## config.mk

```make
export PLATFORM = sky130hd
export DESIGN_NAME = enemy_wave_controller
export DESIGN_NICKNAME = d
export VERILOG_FILES = /design/src/rtl/game_pkg.sv /design/src/rtl/enemy_lane.sv /design/src/rtl/enemy_wave_controller.sv
export SDC_FILE = /design/constraint.sdc
export NUM_CORES = 1
export LEC_CHECK = 0
export ABC_CLOCK_PERIOD_IN_PS = 2350
export CAP_MARGIN = 20
export CORE_UTILIZATION = 54
export CTS_CLUSTER_DIAMETER = 150
export DETAILED_ROUTE_END_ITERATION = 6
export PLACE_DENSITY = 0.77
export SLEW_MARGIN = 20
export SYNTH_ARGS = -nofsm -noshare
export SYNTH_HDL_FRONTEND = slang
export SYNTH_HIERARCHICAL = 1
export SYNTH_SLANG_ARGS = --single-unit
```

## constraint.sdc

```tcl
create_clock -name slow_clk -period 2.35 [get_ports slow_clk]
set_input_delay 0.47 -clock slow_clk [delete_from_list [all_inputs] [get_ports slow_clk]]
set_output_delay 0.47 -clock slow_clk [all_outputs]
set_load 0.05 [all_outputs]
```

## src/rtl/game_pkg.sv

```systemverilog
// Shared game encodings: top/lane FSM states, weapon fire code and
// camera-view-to-lane mapping used by the upstream adapter.
package game_pkg;

   typedef enum logic [1:0] {
      ST_IDLE    = 2'b00,
      ST_RUN     = 2'b01,
      ST_CLEARED = 2'b10
   } top_state_e;

   typedef enum logic [1:0] {
      LN_WAIT_FIRST   = 2'b00,
      LN_WAIT_RESPAWN = 2'b01,
      LN_ALIVE        = 2'b10,
      LN_DONE         = 2'b11
   } lane_state_e;

   localparam logic [1:0] WEAPON_FIRE       = 2'b01;
   localparam logic [1:0] VIEW_LEFT_LANE    = 2'd0;
   localparam logic [1:0] VIEW_CENTER_LANE  = 2'd1;
   localparam logic [1:0] VIEW_RIGHT_LANE   = 2'd2;

   // Largest value a saturating timer of width w can hold.
   function automatic int max_timer_value(input int w);
      return (1 << w) - 1;
   endfunction

endpackage

```

## src/rtl/enemy_lane.sv

```systemverilog
// One view-direction lane: spawn scheduling, health, spawned count and the
// attack cadence of the live enemy.
module enemy_lane
   import game_pkg::*;
#(
   parameter int HEALTH_W      = 2,
   parameter int BASE_HEALTH   = 2,
   parameter int MAX_PER_LANE  = 3,
   parameter int TIMER_W       = 6,
   parameter int FIRST_DELAY   = 6,
   parameter int RESPAWN_DELAY = 15,
   parameter int ATTACK_PERIOD = 6
) (
   input  logic                slow_clk,
   input  logic                rst,
   input  logic                init,
   input  logic                pause,
   input  logic                hit,
   output logic                present,
   output logic [HEALTH_W-1:0] health,
   output logic                attack_due,
   output logic                kill,
   output logic                done
);

   localparam int SPAWN_W = $clog2(MAX_PER_LANE + 1);
   localparam logic [TIMER_W-1:0]  FIRST_LAST   = TIMER_W'(FIRST_DELAY - 1);
   localparam logic [TIMER_W-1:0]  RESPAWN_LAST = TIMER_W'(RESPAWN_DELAY - 1);
   localparam logic [TIMER_W-1:0]  ATTACK_LAST  = TIMER_W'(ATTACK_PERIOD - 1);
   localparam logic [SPAWN_W-1:0]  SPAWN_MAX    = SPAWN_W'(MAX_PER_LANE);
   localparam logic [HEALTH_W-1:0] HEALTH_FULL  = HEALTH_W'(BASE_HEALTH);

   lane_state_e         lane_state_r, lane_state_s;
   logic [TIMER_W-1:0]  wait_timer_r, wait_timer_s;
   logic [TIMER_W-1:0]  atk_timer_r, atk_timer_s;
   logic [TIMER_W-1:0]  wait_last_s;
   logic [SPAWN_W-1:0]  spawned_r, spawned_s;
   logic                present_r, present_s;
   logic [HEALTH_W-1:0] health_r, health_s;
   logic                kill_s, attack_due_s;

   function automatic logic [TIMER_W-1:0] sat_inc(input logic [TIMER_W-1:0] v);
      return (&v) ? v : v + TIMER_W'(1);
   endfunction

   assign wait_last_s = (lane_state_r == LN_WAIT_FIRST) ? FIRST_LAST : RESPAWN_LAST;

   // Lane next-state: wave init, spawn timing, hit/kill and attack cadence.
   always_comb begin
      lane_state_s = lane_state_r;
      wait_timer_s = wait_timer_r;
      atk_timer_s  = atk_timer_r;
      spawned_s    = spawned_r;
      present_s    = present_r;
      health_s     = health_r;
      kill_s       = 1'b0;
      attack_due_s = 1'b0;
      if (init) begin
         lane_state_s = LN_WAIT_FIRST;
         wait_timer_s = {TIMER_W{1'b0}};
         atk_timer_s  = {TIMER_W{1'b0}};
         spawned_s    = {SPAWN_W{1'b0}};
         present_s    = 1'b0;
         health_s     = {HEALTH_W{1'b0}};
      end else if (pause) begin
         lane_state_s = lane_state_r;
      end else begin
         case (lane_state_r)
            LN_WAIT_FIRST, LN_WAIT_RESPAWN: begin
               if (wait_timer_r == wait_last_s) begin
                  lane_state_s = LN_ALIVE;
                  present_s    = 1'b1;
                  health_s     = HEALTH_FULL;
                  spawned_s    = spawned_r + SPAWN_W'(1);
                  atk_timer_s  = {TIMER_W{1'b0}};
               end else begin
                  wait_timer_s = sat_inc(wait_timer_r);
               end
            end
            LN_ALIVE: begin
               if (hit && (health_r == HEALTH_W'(1))) begin
                  // a kill pre-empts any attack due on the same tick
                  kill_s       = 1'b1;
                  present_s    = 1'b0;
                  health_s     = {HEALTH_W{1'b0}};
                  wait_timer_s = {TIMER_W{1'b0}};
                  if (spawned_r == SPAWN_MAX) begin
                     lane_state_s = LN_DONE;
                  end else begin
                     lane_state_s = LN_WAIT_RESPAWN;
                  end
               end else begin
                  if (hit) begin
                     health_s = health_r - HEALTH_W'(1);
                  end else begin
                     health_s = health_r;
                  end
                  if (atk_timer_r == ATTACK_LAST) begin
                     attack_due_s = 1'b1;
                     atk_timer_s  = {TIMER_W{1'b0}};
                  end else begin
                     atk_timer_s = sat_inc(atk_timer_r);
                  end
               end
            end
            LN_DONE: begin
               lane_state_s = LN_DONE;
            end
            default: begin
               lane_state_s = LN_DONE;
            end
         endcase
      end
   end

   // Lane state registers; reset parks the lane inactive in DONE.
   always_ff @(posedge slow_clk or posedge rst) begin
      if (rst) begin
         lane_state_r <= LN_DONE;
         wait_timer_r <= {TIMER_W{1'b0}};
         atk_timer_r  <= {TIMER_W{1'b0}};
         spawned_r    <= {SPAWN_W{1'b0}};
         present_r    <= 1'b0;
         health_r     <= {HEALTH_W{1'b0}};
      end else begin
         lane_state_r <= lane_state_s;
         wait_timer_r <= wait_timer_s;
         atk_timer_r  <= atk_timer_s;
         spawned_r    <= spawned_s;
         present_r    <= present_s;
         health_r     <= health_s;
      end
   end

   assign present    = present_r;
   assign health     = health_r;
   assign attack_due = attack_due_s;
   assign kill       = kill_s;
   assign done       = (lane_state_r == LN_DONE);

endmodule

```

## src/rtl/enemy_wave_controller.sv

```systemverilog
// Multi-lane enemy spawner and combat tracker: wave FSM, hit decode, kill
// counter and registered attack/presence outputs for renderer and health logic.
module enemy_wave_controller
   import game_pkg::*;
#(
   parameter int NUM_LANES        = 3,
   parameter int HEALTH_W         = 2,
   parameter int BASE_HEALTH      = 2,
   parameter int MAX_PER_LANE     = 3,
   parameter int TIMER_W          = 6,
   parameter int FIRST_DELAY_BASE = 6,
   parameter int FIRST_DELAY_STEP = 9,
   parameter int RESPAWN_DELAY    = 15,
   parameter int ATTACK_PERIOD    = 6,
   localparam int LANE_W = (NUM_LANES > 1) ? $clog2(NUM_LANES) : 1,
   localparam int KILL_W = $clog2(NUM_LANES * MAX_PER_LANE + 1)
) (
   input  logic                          slow_clk,
   input  logic                          rst,
   input  logic                          start,
   input  logic                          pause,
   input  logic                          hit_valid,
   input  logic [LANE_W-1:0]             hit_lane,
   output logic [1:0]                    state,
   output logic [NUM_LANES-1:0]          enemy_present,
   output logic [NUM_LANES*HEALTH_W-1:0] enemy_health,
   output logic [NUM_LANES-1:0]          attack_lanes,
   output logic                          attack_pulse,
   output logic [KILL_W-1:0]             kill_count,
   output logic                          all_cleared
);

   localparam int TIMER_MAX  = max_timer_value(TIMER_W);
   localparam int LAST_FIRST = FIRST_DELAY_BASE + (NUM_LANES - 1) * FIRST_DELAY_STEP;

   if ((BASE_HEALTH < 1) || (BASE_HEALTH > (1 << HEALTH_W) - 1) || (MAX_PER_LANE < 1) ||
       (FIRST_DELAY_BASE < 1) || (RESPAWN_DELAY < 1) || (ATTACK_PERIOD < 1) ||
       (LAST_FIRST > TIMER_MAX) || (RESPAWN_DELAY > TIMER_MAX) || (ATTACK_PERIOD > TIMER_MAX))
   begin : g_cfg_err
      $error("enemy_wave_controller: health or delay parameter out of range");
   end

   top_state_e           state_r, state_s;
   logic                 init_s;
   logic [NUM_LANES-1:0] hit_vec_s, present_s, attack_due_s, kill_s, done_s;
   logic [NUM_LANES-1:0] attack_lanes_r;
   logic                 attack_pulse_r, all_cleared_r;
   logic [KILL_W-1:0]    kill_count_r;

   // Wave FSM: start launches a wave from IDLE/CLEARED; all lanes DONE ends it.
   always_comb begin
      state_s = state_r;
      init_s  = 1'b0;
      case (state_r)
         ST_IDLE, ST_CLEARED: begin
            if (start && !pause) begin
               init_s  = 1'b1;
               state_s = ST_RUN;
            end else begin
               state_s = state_r;
            end
         end
         ST_RUN: begin
            if ((&done_s) && !pause) begin
               state_s = ST_CLEARED;
            end else begin
               state_s = state_r;
            end
         end
         default: begin
            state_s = ST_IDLE;
         end
      endcase
   end

   // Hit decoder; out-of-range lane indices match no lane.
   always_comb begin
      hit_vec_s = {NUM_LANES{1'b0}};
      for (int i = 0; i < NUM_LANES; i++) begin
         hit_vec_s[i] = hit_valid && !pause && (hit_lane == LANE_W'(i));
      end
   end

   for (genvar i = 0; i < NUM_LANES; i++) begin : g_lane
      enemy_lane #(
         .HEALTH_W      (HEALTH_W),
         .BASE_HEALTH   (BASE_HEALTH),
         .MAX_PER_LANE  (MAX_PER_LANE),
         .TIMER_W       (TIMER_W),
         .FIRST_DELAY   (FIRST_DELAY_BASE + i * FIRST_DELAY_STEP),
         .RESPAWN_DELAY (RESPAWN_DELAY),
         .ATTACK_PERIOD (ATTACK_PERIOD)
      ) u_lane (
         .slow_clk   (slow_clk),
         .rst        (rst),
         .init       (init_s),
         .pause      (pause),
         .hit        (hit_vec_s[i]),
         .present    (present_s[i]),
         .health     (enemy_health[i*HEALTH_W +: HEALTH_W]),
         .attack_due (attack_due_s[i]),
         .kill       (kill_s[i]),
         .done       (done_s[i])
      );
   end

   // Wave state, kill counter and attack outputs, all registered.
   always_ff @(posedge slow_clk or posedge rst) begin
      if (rst) begin
         state_r        <= ST_IDLE;
         attack_lanes_r <= {NUM_LANES{1'b0}};
         attack_pulse_r <= 1'b0;
         kill_count_r   <= {KILL_W{1'b0}};
         all_cleared_r  <= 1'b0;
      end else begin
         state_r        <= state_s;
         attack_lanes_r <= attack_due_s;
         attack_pulse_r <= |attack_due_s;
         all_cleared_r  <= (state_s == ST_CLEARED);
         if (init_s) begin
            kill_count_r <= {KILL_W{1'b0}};
         end else if (|kill_s) begin
            kill_count_r <= kill_count_r + KILL_W'(1);
         end else begin
            kill_count_r <= kill_count_r;
         end
      end
   end

   assign state         = state_r;
   assign enemy_present = present_s;
   assign attack_lanes  = attack_lanes_r;
   assign attack_pulse  = attack_pulse_r;
   assign kill_count    = kill_count_r;
   assign all_cleared   = all_cleared_r;

endmodule

```

# After elaboration in Yosys (flattened, before gate mapping)
# Index checks and enable logic that the tools add are counted.
[totals]
reg_bits = 68
input_bits = 7
out_inout_bits = 20
wordCells = 275
[classes]
n_addsub = 13
eq_ne = 48
muxes = 135
reduce_logical = 56
[op_table]
columns = ["operator", "count"]
rows = [
  ["6-bit two-way mux", 33],
  ["2-bit two-way mux", 41],
  ["6-bit one-hot mux with 2 select lines", 6],
  ["1-bit two-way mux", 41],
  ["6-bit by 1-bit adder with 6-bit output, second input constant", 6],
  ["6-bit AND reduction", 6],
  ["5-bit AND reduction", 6],
  ["2-bit == test, second input constant", 12],
  ["4-bit AND reduction", 6],
  ["3-bit by 2-bit inequality test with 1-bit output, second input constant", 7],
  ["3-bit AND reduction", 7],
  ["6-bit by 3-bit == test with 1-bit output, second input constant", 3],
  ["3-bit inequality test, second input constant", 6],
  ["2-bit one-hot mux with 3 select lines", 3],
  ["2-bit by 1-bit == test with 1-bit output, second input constant", 8],
  ["2-bit one-hot mux with 2 select lines", 4],
  ["2-bit nonzero test", 7],
  ["6-bit == test", 2],
  ["4-bit two-way mux", 3],
  ["4-bit by 2-bit inequality test with 1-bit output, second input constant", 3],
  ["2-bit logical NOT", 5],
  ["1-bit logical AND", 9],
  ["3-bit nonzero test", 3],
  ["4-bit by 3-bit inequality test with 1-bit output, second input constant", 2],
  ["other kinds (12)", 23],
]

# Depth between registers and ports, before layout
[logic_depth]
ltp_word = 11
depth_mapped = 7
mapped_depth_nobuf = 7

# By module
# Netlist, hierarchy kept.
[modules_own_cells]
columns = ["mod", "instances", "cells_per_inst", "area_each_um2", "seq_area_each_um2"]
rows = [
  ["enemy_lane (g_lane[1].u_lane)", 1, 131, 1326.3, 478.0],
  ["enemy_lane (g_lane[2].u_lane)", 1, 137, 1206.2, 478.0],
  ["enemy_lane (g_lane[0].u_lane)", 1, 128, 1143.6, 478.0],
  ["enemy_wave_controller", 1, 38, 461.7, 275.3],
]

# Worst setup path after synthesis
# Ideal clock, no wire load.
[synth_timing]
path_kind = "flip-flop to flip-flop"
startpoint = "register state_r[0] (netlist: state[0])"
endpoint = "register kill_count_r[1] (netlist: kill_count[1])"
setup_ns = 0.156
arrival_time_ns = 2.382
setup_slack_ns = -0.189
stages_incl_launch_ff = 8
path_buffers = 1
synth_period_minus_slack_ns = 2.539
path_cell_list = "dfrtp_1 nor3b_2 clkbuf_1 nand2b_1 nor2_1 nor3_2 mux2i_1 nor2_1"
[synth_between]
elab_chain_len = 6
word_cells_on_any_way = 10
cone_classes = "1 x eq/ne; 5 x mux; 4 x reduce/logical"
[synth_rtl]
columns = ["element", "line_no", "text"]
rows = [
  ["from (decl)", "enemy_wave_controller.sv:43", "top_state_e state_r, state_s;"],
  ["from (signal assigned)", "enemy_wave_controller.sv:116", "state_r <= state_s;"],
  ["2-bit == test / 2-bit logical NOT (equally long branches)", "enemy_wave_controller.sv:54", "case (state_r)"],
  ["2-bit OR reduction *", "enemy_wave_controller.sv:54", ""],
  ["1-bit two-way mux *", "enemy_wave_controller.sv:54", ""],
  ["net init_s", "enemy_wave_controller.sv:44", "logic init_s;"],
  ["1-bit two-way mux *", "enemy_lane.sv:58", "if (init) begin"],
  ["net kill_s[0]", "enemy_wave_controller.sv:45", "logic [NUM_LANES-1:0] hit_vec_s, present_s, attack_due_s, kill_s, done_s;"],
  ["3-bit OR reduction *", "enemy_wave_controller.sv:122", "end else if (|kill_s) begin"],
  ["2-bit nonzero test (no source line) *", "n/a", ""],
  ["to (signal assigned)", "enemy_wave_controller.sv:121", "kill_count_r <= {KILL_W{1'b0}};"],
  ["to (signal assigned)", "enemy_wave_controller.sv:123", "kill_count_r <= kill_count_r + KILL_W'(1);"],
  ["to (signal assigned)", "enemy_wave_controller.sv:125", "kill_count_r <= kill_count_r;"],
  ["to (decl)", "enemy_wave_controller.sv:48", "logic [KILL_W-1:0] kill_count_r;"],
]
# The timed path passes the listed nets; every way through them passes the cells marked *.
# A chain may end at the register's enable or synchronous reset.

# Worst setup path after layout
[layout_timing]
startpoint = "input port pause"
endpoint = "register g_lane[0].u_lane.wait_timer_r[2]"
[layout_between]
elab_chain_len = 6
word_cells_on_any_way = 14
cone_classes = "4 x eq/ne; 3 x mux; 7 x reduce/logical"
[layout_rtl]
columns = ["element", "line_no", "text"]
rows = [
  ["from (decl)", "enemy_wave_controller.sv:21", "input logic pause,"],
  ["1-bit logical NOT", "enemy_wave_controller.sv:80", "hit_vec_s[i] = hit_valid && !pause && (hit_lane == LANE_W'(i));"],
  ["1-bit logical AND (2 in series)", "enemy_wave_controller.sv:80", ""],
  ["net hit_vec_s[0]", "enemy_wave_controller.sv:45", ""],
  ["1-bit logical AND", "enemy_lane.sv:81", "if (hit && (health_r == HEALTH_W'(1))) begin"],
  ["3-bit by 1-bit inequality test with 1-bit output (no source line)", "n/a", ""],
  ["5-bit AND reduction (no source line)", "n/a", ""],
  ["to (signal assigned)", "enemy_lane.sv:120", "wait_timer_r <= {TIMER_W{1'b0}};"],
  ["to (signal assigned)", "enemy_lane.sv:127", "wait_timer_r <= wait_timer_s;"],
  ["to (decl)", "enemy_lane.sv:34", "logic [TIMER_W-1:0] wait_timer_r, wait_timer_s;"],
]
# The timed path passes the listed nets, and every way through them passes these cells.

==> impl_metrics.ini <==
[detailed_routing]
routed_length_per_instance_um = 15.6
drtAntennaViolNets = 0
initial_detailed_routing_violation_count = 156
vias = 3741
post-route-drc-count = 0
detail_route.wirelength_mm = 9.82
dr.pass1.iters = 4
viasPerCell = 5.96

[timing]
timing_max_transition_violations_final = 0
timing.final.crit_share_pct = 97.4
max_slew_margin_pct = 66.0
tightestPinTransition_ns = 0.506
report.final.hold_viol_count = 0
finalSetupViolCount = 0
skew_ns = 0.00624
minimum_clock_period_after_layout_ns = 2.29
fmax_ghz = 0.437
setup_ws_ns = 0.0617

[hold_path]
holdPathStages = 2
min-delay-path-class = reg2reg

[critical_path]
timing.critical_path.slowest_stage_cell = or4b_2
worstSetupStartpointType = primary input
worstPathCellList = clkdlybuf4s50_1, buf_4, nor4b_2, nand2_1, nand2_1, a31oi_1, or4b_2, nand2_1
cpMostUsedCell = nand2_1
max_stage_delay_ns = 0.66
critPathKind = in2reg
worst_ep_arrival_time_ns = 2.58
crit_fanout = 8
timing.critical_path.to_type = flop
reg2regPathDepth = 5
data_required_critical_path_ns = 2.64

[synthesis]
yosys_register_bits = 68
synth_area_leader_cell = dfrtp_1
synthDominantCellAreaShare_pct = 37.5
post_synth_num_cell_types = 84
yosys-top-cells-area = dfrtp_1 37%, ha_1 5.1%, dfstp_2 3.8%, nand2_1 3.1%, o21ai_0 3.0%
postSynthAreaPerCell_um2 = 9.53
synth_async_sr_flop_share_pct = 100
synthCells = 434
synthesized_area_um2 = 4140
synth-edff-count = 0
mappedNetlistNets = 458
ys.flop_type = dfrtp_1
synth_seq_area_share_pct = 41.3
yosys_warnings = 6

[floorplan]
design.die.area_um2 = 8020
initial_utilization_pct = 56.4
placement_rows = 31
die_h_um = 89.5
core_um2 = 7330
floorplan.die.width_um = 89.5
design.portCount = 27

[clocking]
clk_root_buffer_cell = clkbuf_8
path_clk_slew_ns = 0.07
cts-hold-fix-buffers = 0
worstSkewPairLatency_ns = 0.35
cts_tree = built
deepest_clock_path_buffer_count = 2
cts-buffers-inserted = 9
cts_max_level = 3
cts.sinks = 68

[grt]
grt_use_total_pct = 26.8
grt_pass1_wl_mm = 16.3
grt_max_degree = 22
antenna_found_initial = 0
globalRouteOverflowTotal = 0
first_global_vias = 3562

[cells_and_area]
design.final.nets = 548
most-common-layout-cells = 68 x buf_4, 61 x dfrtp_1, 34 x nand2_1, 29 x nor2_1, 26 x clkdlybuf4s50_1
fillCellCount = 539
post-route-util_pct = 71.4
drive_above_1_share_pct = 24.8
layout.cells.most_common = buf_4
area_growth_pct = 26.4
diodes = 0

[pwr]
power_leakage_nw = 2.36
power_density_nw_per_um2 = 773
p_seq_share_pct = 39.6
irDropWorstVdd_mv = 0.604
p_int_mw = 2.63
power_switching_share_pct = 35.0
power.share.combinational_pct = 34.2
netSwitchingPower_mw = 1.41
clock_power_share_pct = 26.1
total_power_mw = 4.04

[placement]
port-buffer-count = 26
preCtsSetupSlack_ns = -0.370
place_congestion = 0.919
detailedPlacementHpwl_mm = 7.31

[run_status]
run_status = finished clean

[flow_run]
maxCapViolations = 0
==> state kept, by name (all words and copies together) (netlist names) <==
| register | count |
|---|---|
| g_lane.u_lane/present | 3 |
| attack_lanes | 3 |
| all_cleared | 1 |
| state | 2 |
| g_lane.u_lane/wait_timer_r | 18 |
| g_lane.u_lane/lane_state_r | 6 |
| g_lane.u_lane/spawned_r | 6 |
| g_lane.u_lane/atk_timer_r | 18 |
| g_lane.u_lane/health | 6 |
| attack_pulse | 1 |
| kill_count | 4 |
==> Yosys cell counts (all sizes together), types with 7 or more instances <==
cell	number
or3	11
and2	8
ha	17
nor3	12
clkbuf	8
and3	7
or4	7
inv	22
a21oi	23
nand2	34
o31ai	12
dfrtp	62
nor2	29
a31oi	8
o21ai	27
nand3	19
buf	8
==> cell families after synthesis <==
kind of cell    share of synthesized area [%]
buf+inv                                  4.05
mux                                      2.03
simple gates                             25.9
flops                                    41.3
compound gates                           20.4
xor+xnor                                 1.27
fa+ha+maj                                5.14
==> per-layer routing <==
layer	vias to the layer above	global-route usage, %	wire length, um
met1	1816	34.1	4300
met5	-	0	0
met3	10	5.54	511
met4	0	8.51	131
li1	1809	-	-
met2	106	45.9	4880
==> timing repair <==
item                       CTS  global route
gates resized for setup      1             9
pin swaps                    0             1
setup endpoints to repair    1             8
setup buffers                0             1
==> power by group through the flow <==
stage / Sequential (mW) / Clock, mW / Combinational, mW
floorplan: 1.71 / 0 / 0.777
global placement: 1.61 / 0 / 1.31
detailed placement: 1.62 / 0 / 1.36
CTS: 1.60 / 1.08 / 1.38
global route: 1.63 / 1.14 / 1.51
finish: 1.60 / 1.06 / 1.38
==> stage by stage <==
step                hold slack [ns]  setup TNS (ns)  area [um2]  std cells
global route                  0.536         -0.0228        5230        628
floorplan                     0.322               0        4150        434
global placement              0.490           -7.50        4950        611
finish                        0.488               0        5230        628
detailed placement            0.482           -9.10        4950        611
CTS                           0.497               0        5180        627
==> layout make-up <==
type	count	area, um2	area share, %
clock buffer	11	141	2.70
clock inverter	5	75.1	1.44
inverter	22	82.6	1.58
multi-input combinational	328	2320	44.3
sequential	68	1710	32.7
tap	99	124	2.37
timing repair buffer	95	782	14.9
==> final timing paths <==
| check | start | endpoint | slack, ns |
|---|---|---|---|
| max in group asynchronous | rst | g_lane[2].u_lane/lane_state_r[0]$_DFFE_PP1P_ | 1.28 |
| min | g_lane[0].u_lane/present$_DFFE_PP0P_ | g_lane[0].u_lane/present$_DFFE_PP0P_ | 0.49 |
| min reg2reg | g_lane[0].u_lane/present$_DFFE_PP0P_ | g_lane[0].u_lane/present$_DFFE_PP0P_ | 0.49 |
| max | pause | g_lane[0].u_lane/wait_timer_r[2]$_DFFE_PP0P_ | 0.06 |
| max reg2reg | g_lane[0].u_lane/lane_state_r[0]$_DFFE_PP1P_ | g_lane[0].u_lane/atk_timer_r[3]$_DFFE_PP0P_ | 0.06 |
| min in group asynchronous | rst | g_lane[2].u_lane/atk_timer_r[5]$_DFFE_PP0P_ | 0.51 |
==> critical path, delay by kind of cell <==
| kind | cells | cell delay, ns |
|---|---|---|
| compound gates | 1 | 0.15 |
| buf+inv | 2 | 0.61 |
| simple gates | 5 | 1.35 |
Power figures use the tool's default switching activity.
